[src/rtl/dma_ctrl_pkg.sv]
// dma_ctrl_pkg: register map, bit positions, channel states and helpers for the DMA controller
package dma_ctrl_pkg;
  localparam logic [1:0] REG_ADDR   = 2'd0;
  localparam logic [1:0] REG_LEN    = 2'd1;
  localparam logic [1:0] REG_CMD    = 2'd2;
  localparam logic [1:0] REG_STATUS = 2'd3;
  localparam int CMD_START  = 0;
  localparam int CMD_DIR    = 1;
  localparam int CMD_IRQ_EN = 2;
  localparam int ST_DONE    = 1;
  localparam logic [1:0] RESP_OKAY   = 2'b00;
  localparam logic [1:0] RESP_SLVERR = 2'b10;
  typedef enum logic [1:0] {S_IDLE, S_ARMED, S_BUSY} ch_state_e;
  // Merge new_v into old_v byte-by-byte under the AXI write strobes
  function automatic logic [31:0] apply_strb(input logic [31:0] old_v, input logic [31:0] new_v,
                                             input logic [3:0] strb);
    logic [31:0] r;
    r = old_v;
    for (int b = 0; b < 4; b++) r[b*8 +: 8] = strb[b] ? new_v[b*8 +: 8] : old_v[b*8 +: 8];
    return r;
  endfunction
endpackage

[src/rtl/dma_ch_fsm.sv]
// dma_ch_fsm: per-channel transfer tracker (start pulse, busy, sticky done, latched response)
module dma_ch_fsm
  import dma_ctrl_pkg::*;
(
  input  logic       clk,
  input  logic       rst_n,
  input  logic       i_start,
  input  logic       i_clr,
  input  logic       i_idle,
  input  logic [1:0] i_resp,
  output logic       o_start,
  output logic       o_busy,
  output logic       o_done,
  output logic [1:0] o_resp
);
  ch_state_e r_state, w_next;
  logic r_start, r_done;
  logic [1:0] r_resp;
  logic w_finish;
  assign w_finish = (r_state == S_BUSY) && i_idle;
  // Next state: ARMED holds until the engine drops idle, BUSY until it raises idle again
  always_comb begin
    w_next = r_state;
    case (r_state)
      S_IDLE:  w_next = i_start ? S_ARMED : S_IDLE;
      S_ARMED: w_next = i_idle ? S_ARMED : S_BUSY;
      S_BUSY:  w_next = i_idle ? S_IDLE : S_BUSY;
      default: w_next = S_IDLE;
    endcase
  end
  // State, one-cycle start pulse on ARMED entry, done/resp latch where a new done beats W1C
  always_ff @(posedge clk or negedge rst_n)
    if (!rst_n) begin
      r_state <= S_IDLE;
      r_start <= 1'b0;
      r_done  <= 1'b0;
      r_resp  <= 2'b00;
    end else begin
      r_state <= w_next;
      r_start <= (r_state == S_IDLE) && i_start;
      r_done  <= w_finish ? 1'b1 : (i_clr ? 1'b0 : r_done);
      r_resp  <= w_finish ? i_resp : r_resp;
    end
  assign o_start = r_start;
  assign o_busy  = r_state != S_IDLE;
  assign o_done  = r_done;
  assign o_resp  = r_resp;
endmodule

[src/rtl/dma_multi_ch_ctrl.sv]
// dma_multi_ch_ctrl: AXI4-Lite register file commanding NUM_CH independent DMA engines
module dma_multi_ch_ctrl
  import dma_ctrl_pkg::*;
#(
  parameter int NUM_CH      = 2,
  parameter int ADDR_W      = 32,
  parameter int LEN_W       = 16,
  parameter int AXIL_ADDR_W = 6
)(
  input  logic                     s_axi_lite_aclk,
  input  logic                     axi_resetnn,
  input  logic [AXIL_ADDR_W-1:0]   s_axi_lite_awaddr,
  input  logic                     s_axi_lite_awvalid,
  output logic                     s_axi_lite_awready,
  input  logic [31:0]              s_axi_lite_wdata,
  input  logic [3:0]               s_axi_lite_wstrb,
  input  logic                     s_axi_lite_wvalid,
  output logic                     s_axi_lite_wready,
  output logic [1:0]               s_axi_lite_bresp,
  output logic                     s_axi_lite_bvalid,
  input  logic                     s_axi_lite_bready,
  input  logic [AXIL_ADDR_W-1:0]   s_axi_lite_araddr,
  input  logic                     s_axi_lite_arvalid,
  output logic                     s_axi_lite_arready,
  output logic [31:0]              s_axi_lite_rdata,
  output logic [1:0]               s_axi_lite_rresp,
  output logic                     s_axi_lite_rvalid,
  input  logic                     s_axi_lite_rready,
  output logic [NUM_CH-1:0]        dma_start,
  output logic [NUM_CH-1:0]        dma_dir,
  output logic [NUM_CH*ADDR_W-1:0] dma_addr,
  output logic [NUM_CH*LEN_W-1:0]  dma_len,
  input  logic [NUM_CH-1:0]        dma_idle,
  input  logic [NUM_CH*2-1:0]      dma_resp,
  output logic                     irq
);
  localparam int CH_W = AXIL_ADDR_W - 4;
  logic r_aw_held, r_w_held, r_bvalid, r_rvalid;
  logic [AXIL_ADDR_W-1:0] r_awaddr;
  logic [31:0] r_wdata, r_rdata, w_rdata;
  logic [3:0] r_wstrb;
  logic [1:0] r_bresp, r_rresp, w_rresp, w_wreg, w_rreg;
  logic [ADDR_W-1:0] r_addr [NUM_CH];
  logic [LEN_W-1:0] r_len [NUM_CH];
  logic [1:0] w_resp [NUM_CH];
  logic [NUM_CH-1:0] r_dir, r_irq_en, w_busy, w_done, w_start_req, w_clr, w_wsel, w_rsel;
  logic [CH_W-1:0] w_wch, w_rch;
  logic w_commit, w_werr, w_wok, w_unused;
  assign w_wreg   = r_awaddr[3:2];
  assign w_wch    = r_awaddr[AXIL_ADDR_W-1:4];
  assign w_rreg   = s_axi_lite_araddr[3:2];
  assign w_rch    = s_axi_lite_araddr[AXIL_ADDR_W-1:4];
  assign w_unused = ^{r_awaddr[1:0], s_axi_lite_araddr[1:0]};
  assign w_commit = r_aw_held && r_w_held && !r_bvalid;
  assign w_werr   = !(|w_wsel) || (w_wreg != REG_STATUS && |(w_wsel & w_busy));
  assign w_wok    = w_commit && !w_werr;
  for (genvar i = 0; i < NUM_CH; i++) begin : g_ch
    assign w_wsel[i]      = w_wch == CH_W'(i);
    assign w_rsel[i]      = w_rch == CH_W'(i);
    assign w_start_req[i] = w_wok && w_wsel[i] && w_wreg == REG_CMD && r_wstrb[0] && r_wdata[CMD_START];
    assign w_clr[i]       = w_wok && w_wsel[i] && w_wreg == REG_STATUS && r_wstrb[0] && r_wdata[ST_DONE];
    assign dma_addr[i*ADDR_W +: ADDR_W] = r_addr[i];
    assign dma_len[i*LEN_W +: LEN_W]    = r_len[i];
    dma_ch_fsm u_fsm (
      .clk     (s_axi_lite_aclk),
      .rst_n   (axi_resetnn),
      .i_start (w_start_req[i]),
      .i_clr   (w_clr[i]),
      .i_idle  (dma_idle[i]),
      .i_resp  (dma_resp[i*2 +: 2]),
      .o_start (dma_start[i]),
      .o_busy  (w_busy[i]),
      .o_done  (w_done[i]),
      .o_resp  (w_resp[i])
    );
  end
  // Write channel: AW and W captured independently, committed together, one B per commit
  always_ff @(posedge s_axi_lite_aclk or negedge axi_resetnn)
    if (!axi_resetnn) begin
      r_aw_held <= 1'b0;
      r_w_held  <= 1'b0;
      r_awaddr  <= '0;
      r_wdata   <= '0;
      r_wstrb   <= '0;
      r_bvalid  <= 1'b0;
      r_bresp   <= RESP_OKAY;
    end else begin
      if (s_axi_lite_awvalid && !r_aw_held) begin
        r_aw_held <= 1'b1;
        r_awaddr  <= s_axi_lite_awaddr;
      end
      if (s_axi_lite_wvalid && !r_w_held) begin
        r_w_held <= 1'b1;
        r_wdata  <= s_axi_lite_wdata;
        r_wstrb  <= s_axi_lite_wstrb;
      end
      if (w_commit) begin
        r_aw_held <= 1'b0;
        r_w_held  <= 1'b0;
        r_bvalid  <= 1'b1;
        r_bresp   <= w_werr ? RESP_SLVERR : RESP_OKAY;
      end else if (s_axi_lite_bready) r_bvalid <= 1'b0;
    end
  // Register storage: ADDR/LEN honour byte strobes, CMD fields need strobe lane 0
  always_ff @(posedge s_axi_lite_aclk or negedge axi_resetnn)
    if (!axi_resetnn) begin
      for (int c = 0; c < NUM_CH; c++) begin
        r_addr[c] <= '0;
        r_len[c]  <= '0;
      end
      r_dir    <= '0;
      r_irq_en <= '0;
    end else begin
      for (int c = 0; c < NUM_CH; c++)
        if (w_wok && w_wsel[c]) begin
          if (w_wreg == REG_ADDR) r_addr[c] <= ADDR_W'(apply_strb(32'(r_addr[c]), r_wdata, r_wstrb));
          if (w_wreg == REG_LEN) r_len[c] <= LEN_W'(apply_strb(32'(r_len[c]), r_wdata, r_wstrb));
          if (w_wreg == REG_CMD && r_wstrb[0]) begin
            r_dir[c]    <= r_wdata[CMD_DIR];
            r_irq_en[c] <= r_wdata[CMD_IRQ_EN];
          end
        end
    end
  // Read mux over the addressed channel; unknown channels read zero with SLVERR
  always_comb begin
    w_rdata = '0;
    w_rresp = |w_rsel ? RESP_OKAY : RESP_SLVERR;
    for (int c = 0; c < NUM_CH; c++)
      if (w_rsel[c])
        w_rdata = w_rreg == REG_ADDR ? 32'(r_addr[c]) :
                  w_rreg == REG_LEN  ? 32'(r_len[c]) :
                  w_rreg == REG_CMD  ? {29'b0, r_irq_en[c], r_dir[c], 1'b0} :
                  {27'b0, dma_idle[c], w_resp[c], w_done[c], w_busy[c]};
  end
  // Read channel: data registered on AR handshake and held until the master takes it
  always_ff @(posedge s_axi_lite_aclk or negedge axi_resetnn)
    if (!axi_resetnn) begin
      r_rvalid <= 1'b0;
      r_rdata  <= '0;
      r_rresp  <= RESP_OKAY;
    end else if (s_axi_lite_arvalid && !r_rvalid) begin
      r_rvalid <= 1'b1;
      r_rdata  <= w_rdata;
      r_rresp  <= w_rresp;
    end else if (s_axi_lite_rready) r_rvalid <= 1'b0;
  assign s_axi_lite_awready = !r_aw_held;
  assign s_axi_lite_wready  = !r_w_held;
  assign s_axi_lite_bvalid  = r_bvalid;
  assign s_axi_lite_bresp   = r_bresp;
  assign s_axi_lite_arready = !r_rvalid;
  assign s_axi_lite_rvalid  = r_rvalid;
  assign s_axi_lite_rdata   = r_rdata;
  assign s_axi_lite_rresp   = r_rresp;
  assign dma_dir = r_dir;
  assign irq     = |(w_done & r_irq_en);
endmodule
[config.mk]
export PLATFORM = sky130hd
export DESIGN_NAME = dma_multi_ch_ctrl
export DESIGN_NICKNAME = d
export VERILOG_FILES = /design/src/rtl/dma_ctrl_pkg.sv /design/src/rtl/dma_ch_fsm.sv /design/src/rtl/dma_multi_ch_ctrl.sv
export SDC_FILE = /design/constraint.sdc
export NUM_CORES = 1
export LEC_CHECK = 0
export CORE_AREA = 2 2 126 128
export CTS_CLUSTER_SIZE = 14
export DETAILED_ROUTE_END_ITERATION = 7
export DIE_AREA = 0 0 128 130
export GPL_ROUTABILITY_DRIVEN = 0
export HOLD_SLACK_MARGIN = 0.03
export PLACE_DENSITY = 0.94
export SLEW_MARGIN = 20
export SYNTH_ARGS = -nofsm -noshare
export SYNTH_HDL_FRONTEND = slang
export SYNTH_SLANG_ARGS = --single-unit
[constraint.sdc]
create_clock -name s_axi_lite_aclk -period 2.5 [get_ports s_axi_lite_aclk]
set_input_delay 0.375 -clock s_axi_lite_aclk [delete_from_list [all_inputs] [get_ports s_axi_lite_aclk]]
set_output_delay 0.375 -clock s_axi_lite_aclk [all_outputs]
set_load 0.02 [all_outputs]
# Yosys cells after proc, flatten, opt, wreduce, memory -nomap -nowiden
# Cells that the tools add are included.
dict set report totals {
  ff_bits 194
  input_bits 61
  output_inout_bits 142
  word_cells 143
}
dict set report op_classes {
  eq_ne 12
  muxes 30
  n_bitwise 2
  reduce_logical 65
}
# op n
set op_table {}
lappend op_table {{32-bit 2-to-1 mux} 4}
lappend op_table {{3-bit AND reduction} 12}
lappend op_table {{16-bit 2-to-1 mux} 2}
lappend op_table {{1-bit logical AND} 26}
lappend op_table {{2-bit nonzero test} 8}
lappend op_table {{1-bit 2-to-1 mux} 14}
lappend op_table {{2-bit by 1-bit equality test with 1-bit output (second input constant)} 6}
lappend op_table {{2-bit zero test} 6}
lappend op_table {{2-bit 2-to-1 mux} 6}
lappend op_table {{2-bit one-hot mux with 3 select lines} 2}
lappend op_table {{2-bit equality test (second input constant)} 5}
lappend op_table {{5-bit 2-to-1 mux} 2}
lappend op_table {{2-bit OR reduction} 4}
lappend op_table {{1-bit zero test} 6}
lappend op_table {{2-bit bitwise AND} 2}
lappend op_table {{2-bit AND reduction} 2}
lappend op_table {{2-bit inequality test (second input constant)} 1}
lappend op_table {{1-bit logical OR} 1}

# Depth between registers and ports, before layout
dict set report logic_depth {
  word_depth 13
  ltp_mapped 6
  mapped_depth_nobuf 3
}

# Modules after synthesis
# From an unflattened synthesis, not the netlist that was laid out.
dict set report unflattened {
  cells_unflattened 590
  area_unflattened_um2 8001.4
}
# module instances cells_per_inst area_each_um2 seq_area_each_um2
set by_module_without_submodules {}
lappend by_module_without_submodules {dma_multi_ch_ctrl 1 554 7503.4 4454.3}
lappend by_module_without_submodules {dma_ch_fsm 2 18 249.0 150.1}

# Worst setup path after synthesis
# OpenSTA, ideal clock, no wires.
dict set report synth_path {
  path_type {register -> register}
  startpoint {reg r_bvalid, in the netlist s_axi_lite_bvalid}
  endpoint {reg r_addr, in the netlist dma_addr[10]}
  setup_time_ns 0.125
  arrival_ns 1.513
  t_required_ns 2.375
  slack_ns 0.862
  stages_incl_launch_ff 5
  path_buffers 1
  period_less_slack_ns 1.638
  cell_sequence {dfrtp_1 > and4bb_2 > buf_4 > nand4_2 > mux2_2}
}
dict set report synth_via {
  elab_chain_len 5
}
# element line_no
set synth_rtl {}
lappend synth_rtl {{start, declared} dma_multi_ch_ctrl.sv:38} ;# logic r_aw_held, r_w_held, r_bvalid, r_rvalid;
lappend synth_rtl {{start signal, assigned} dma_multi_ch_ctrl.sv:85} ;# r_bvalid <= 1'b0;
lappend synth_rtl {{start signal, assigned} dma_multi_ch_ctrl.sv:100} ;# r_bvalid <= 1'b1;
lappend synth_rtl {{start signal, assigned} dma_multi_ch_ctrl.sv:102} ;# end else if (s_axi_lite_bready) r_bvalid <= 1'b0;
lappend synth_rtl {{1-bit zero test} dma_multi_ch_ctrl.sv:54} ;# assign w_commit = r_aw_held && r_w_held && !r_bvalid;
lappend synth_rtl {{1-bit logical AND} dma_multi_ch_ctrl.sv:54}
lappend synth_rtl {{1-bit logical AND} dma_multi_ch_ctrl.sv:56} ;# assign w_wok = w_commit && !w_werr;
lappend synth_rtl {{1-bit logical AND} dma_multi_ch_ctrl.sv:115} ;# if (w_wok && w_wsel[c]) begin
lappend synth_rtl {{3-bit AND reduction (no source line)} -}
lappend synth_rtl {{end signal, assigned by index} dma_multi_ch_ctrl.sv:116} ;# if (w_wreg == REG_ADDR) r_addr[c] <= ADDR_W'(apply_strb(32'(r_addr[c]), r_wdata, r_wstrb));
lappend synth_rtl {{end, declared} dma_multi_ch_ctrl.sv:43} ;# logic [ADDR_W-1:0] r_addr [NUM_CH];
# No other way between the ends.
# A chain may end at the register's enable or synchronous reset.

# Final worst setup path
dict set report layout_path {
  startpoint {reg r_awaddr[4]}
  endpoint {reg r_addr, in the netlist dma_addr[39]}
}
dict set report layout_via {
  elab_chain_len 9
  elab_cells_between_ends 12
  cone_classes {eq/ne: 1; bitwise: 1; reduce/logical: 10}
}
# element line_no
set layout_rtl {}
lappend layout_rtl {{start, declared} dma_multi_ch_ctrl.sv:39} ;# logic [AXIL_ADDR_W-1:0] r_awaddr;
lappend layout_rtl {{start signal, assigned} dma_multi_ch_ctrl.sv:90} ;# r_awaddr <= s_axi_lite_awaddr;
lappend layout_rtl {{2-bit by 1-bit equality test with 1-bit output or 2-bit zero test (tied branches)} dma_multi_ch_ctrl.sv:58} ;# assign w_wsel[i] = w_wch == CH_W'(i);
lappend layout_rtl {{2-bit bitwise AND} dma_multi_ch_ctrl.sv:55} ;# assign w_werr = !(|w_wsel) || (w_wreg != REG_STATUS && |(w_wsel & w_busy));
lappend layout_rtl {{2-bit OR reduction} dma_multi_ch_ctrl.sv:55}
lappend layout_rtl {{1-bit logical AND} dma_multi_ch_ctrl.sv:55}
lappend layout_rtl {{1-bit logical OR} dma_multi_ch_ctrl.sv:55}
lappend layout_rtl {{1-bit zero test} dma_multi_ch_ctrl.sv:56}
lappend layout_rtl {{1-bit logical AND} dma_multi_ch_ctrl.sv:56}
lappend layout_rtl {{1-bit logical AND *} dma_multi_ch_ctrl.sv:115}
lappend layout_rtl {{3-bit AND reduction (no source line) *} -}
# Every way passes the cells marked *; elsewhere a longest branch is shown, timed or not.

==> reports/results.txt <==
CP Max Fanout: 8
Die height: 130 microns
Initial DRC count: 352
Crit path required time: 2.80 ns
Post-route ant nets: 0
Max Freq: 0.471 GHz
Worst-Margin Slew: 0.615 ns
Cell Chain, Critical Path: nor3b_1 -> and4_1 -> mux2_2
Seq pwr share: 40.5%
Top-level I/O count: 203
P&R area growth vs syn: 36.8%
DRC Markers: 0
I/O Buffers: 196
Leak pwr: 0.00488 uW
YS warnings: 0
Avg Inst Size Synth: 14.0 sq um
Sinks on Clock Net: 190
#FFs+latches synth: 190
Synthesized cell area: 0.00797 sq mm
Vias in the first global route: 5983
Ant. Diodes: 0
Syn Inst Count: 568
Wire per inst: 22.0 microns
Most frequent cells in the layout: clkdlybuf4s50_1, dfrtp_1, mux2_2, nor2_1, nand2_1
Clock slew at reported path FFs: 0.07 ns
Post-route cell area: 0.0109 sq mm
Via count: 5718
Skew final: 0.00741 ns
TritonCTS clock tree: built
Clk_lat worst skew: 0.42 ns
CP arrival: 2.43 ns
Startpoint Class: register
Peak supply drop: 713 uV
# rows: 46
Max Cap Viol: 0
Netlist cell types: 41
Clk buf depth: 2
Switching part of the total: 35.3%
Final hold vios: 0
Clk pwr share: 21.0%
Synth top area share: 59.6%
Buf+Inv Stages, Crit Path: 0
Final Max Slew Viols: 0
Final period utilization: 85.0%
CORE AREA: 0.0154 sq mm
Initial core utilization: 51.7%
Register area: 0.00475 sq mm
Largest cells by area after synthesis: dfrtp_1, mux2_2, nor2_1
CP max-delay cell: and4_1
Net switching power: 4810 uW
CTS Buf Count: 17
Gr ovfl total: 0
Synth async-reset ratio: 100%
Register area share after synthesis: 59.6%
PD cells: 1250 mW/mm^2
Post-cts sizing count: 0
Post-DP HPWL: 14700 microns
Max-slew headroom: 59.0%
EDFF count, synth: 0
Largest net degree at the start of global routing: 65
Internal power: 8840 uW
Chip width: 128 microns
Setup TNS: 0 ns
Vias per std cell: 5.86
Cell taking the most area after synthesis: dfrtp_1
Status: complete, no violations
Max stage delay on crit path: 0.68 ns
DRT Pass-1 Iters: 5
Postcts setup bufs: 0
Final WL: 21500 microns
Cell Area, Placed: 0.0103 sq mm
Dpl cells: 943
Htree depth: 4
Main flop type after synthesis: dfrtp_1
Fin cells: 976
Layout cells sized above 1: 29.6%
Area occupied by multi-input gates: 0.00305 sq mm
RSZ-0062 raised after global routing: no
Filler cell count: 1022
Gate power share: 38.5%
CTS root buffer: clkbuf_16
Worst setup EP type: register
Final setup viols: 0
Die area: 0.0166 sq mm
NumNets Final: 832
Commonest non-fill, non-tap cell in the layout: clkdlybuf4s50_1
Final Critical Period: 2.13 ns
Hold crit path type: reg -> reg
Kind of critical path: reg -> reg
Total GRT Usage: 26.2%
CP delay by family, top: simple AND/OR/NAND/NOR gates
Initial antenna violation count: 0
First-pass GRT wire length: 32700 microns
final cells by class:
class,count,area share [%]
flip-flops and latches,190,43.6
multi-input cells,338,28.0
repair buffers,217,20.2
clock buffers,19,4.06
well taps,192,2.20
clock inverters,13,1.71
inverters,7,0.241
cell usage after synthesis, types with 4 or more instances:
library cell  number
a221oi_1          16
a222oi_1          13
and4_1             4
buf_2             13
buf_4              8
clkbuf_1          12
dfrtp_1          190
inv_1              7
mux2_2           159
mux2i_1            4
nand2_1           20
nand3b_1           5
nand4_2           10
nor2_1            45
nor2b_1            7
o21ai_0           14
registers in the layout, indices dropped and copies added, names as in the netlist:
signal,count
g_ch.u_fsm.o_resp,4
dma_dir,2
s_axi_lite_rvalid,1
r_w_held,1
s_axi_lite_bvalid,1
g_ch.u_fsm.o_done,2
s_axi_lite_rresp,1
r_wstrb,4
g_ch.u_fsm.r_state,4
s_axi_lite_bresp,1
dma_addr,64
r_wdata,32
g_ch.u_fsm.o_start,2
dma_len,32
r_aw_held,1
r_awaddr,4
s_axi_lite_rdata,32
r_irq_en,2
metrics by stage:
stage	setup slack (ns)	total power, uW	util [%]	hold slack (ns)
6_report	0.375	13700	70.7	0.480
3_5_place_dp	0.225	10800	66.5	0.409
5_1_grt	0.375	14300	70.7	0.503
2_1_floorplan	0.862	8060	-	0.0794
3_3_place_gp	0.243	10500	66.5	0.395
4_1_cts	0.428	13700	70.7	0.488
final timing paths:
| kind | cells after the start | start | slack [ns] | endpoint |
|---|---|---|---|---|
| worst max-delay path | 3 | r_awaddr[4] | 0.37 | dma_addr[39] |
| worst min-delay path | 2 | s_axi_lite_rdata[11] | 0.48 | s_axi_lite_rdata[11] |
| worst max register to register | 3 | r_awaddr[4] | 0.37 | dma_addr[39] |
| worst min register to register | 2 | s_axi_lite_rdata[11] | 0.48 | s_axi_lite_rdata[11] |
| max in group asynchronous | 3 | axi_resetnn | 1.31 | r_wdata[20] |
| min in group asynchronous | 2 | axi_resetnn | 0.50 | s_axi_lite_rdata[28] |
layer usage:
metal,up-vias,global-route usage [%],wire length (microns)
met4,0,11.4,659
met2,272,44.5,10700
met1,2906,32.9,8760
met3,59,5.41,1330
li1,2481,-,-
met5,-,0,0
power groups by stage:
stage / registers (uW) / clock network (uW) / logic [uW]
5_1_grt: 5690 / 3050 / 5540
6_report: 5530 / 2870 / 5250
4_1_cts: 5510 / 2920 / 5300
3_5_place_dp: 5530 / 0 / 5260
2_1_floorplan: 6190 / 0 / 1870
3_3_place_gp: 5390 / 0 / 5090
cell families after synthesis:
group,count (synthesis),share of synthesized area (%)
other,1,0.0470
xor gates and xnor gates,2,0.220
DFF,190,59.6
AOI/OAI and AO/OA,62,6.15
buffers and inverters,41,2.51
and+or+nand+nor,107,7.91
muxes,165,23.5
timing repair:
item                                    4_1_cts  5_1_grt
hold buffers                                  1        0
endpoints found under the hold margin        60        0
endpoints found under the setup margin        0        0
tightest hold or removal path, cell delays in order (launching register included):
cell     delay, ns
dfrtp_1       0.34
nand2_1       0.05
o21ai_0       0.06
(Power assumes the default switching activity.)
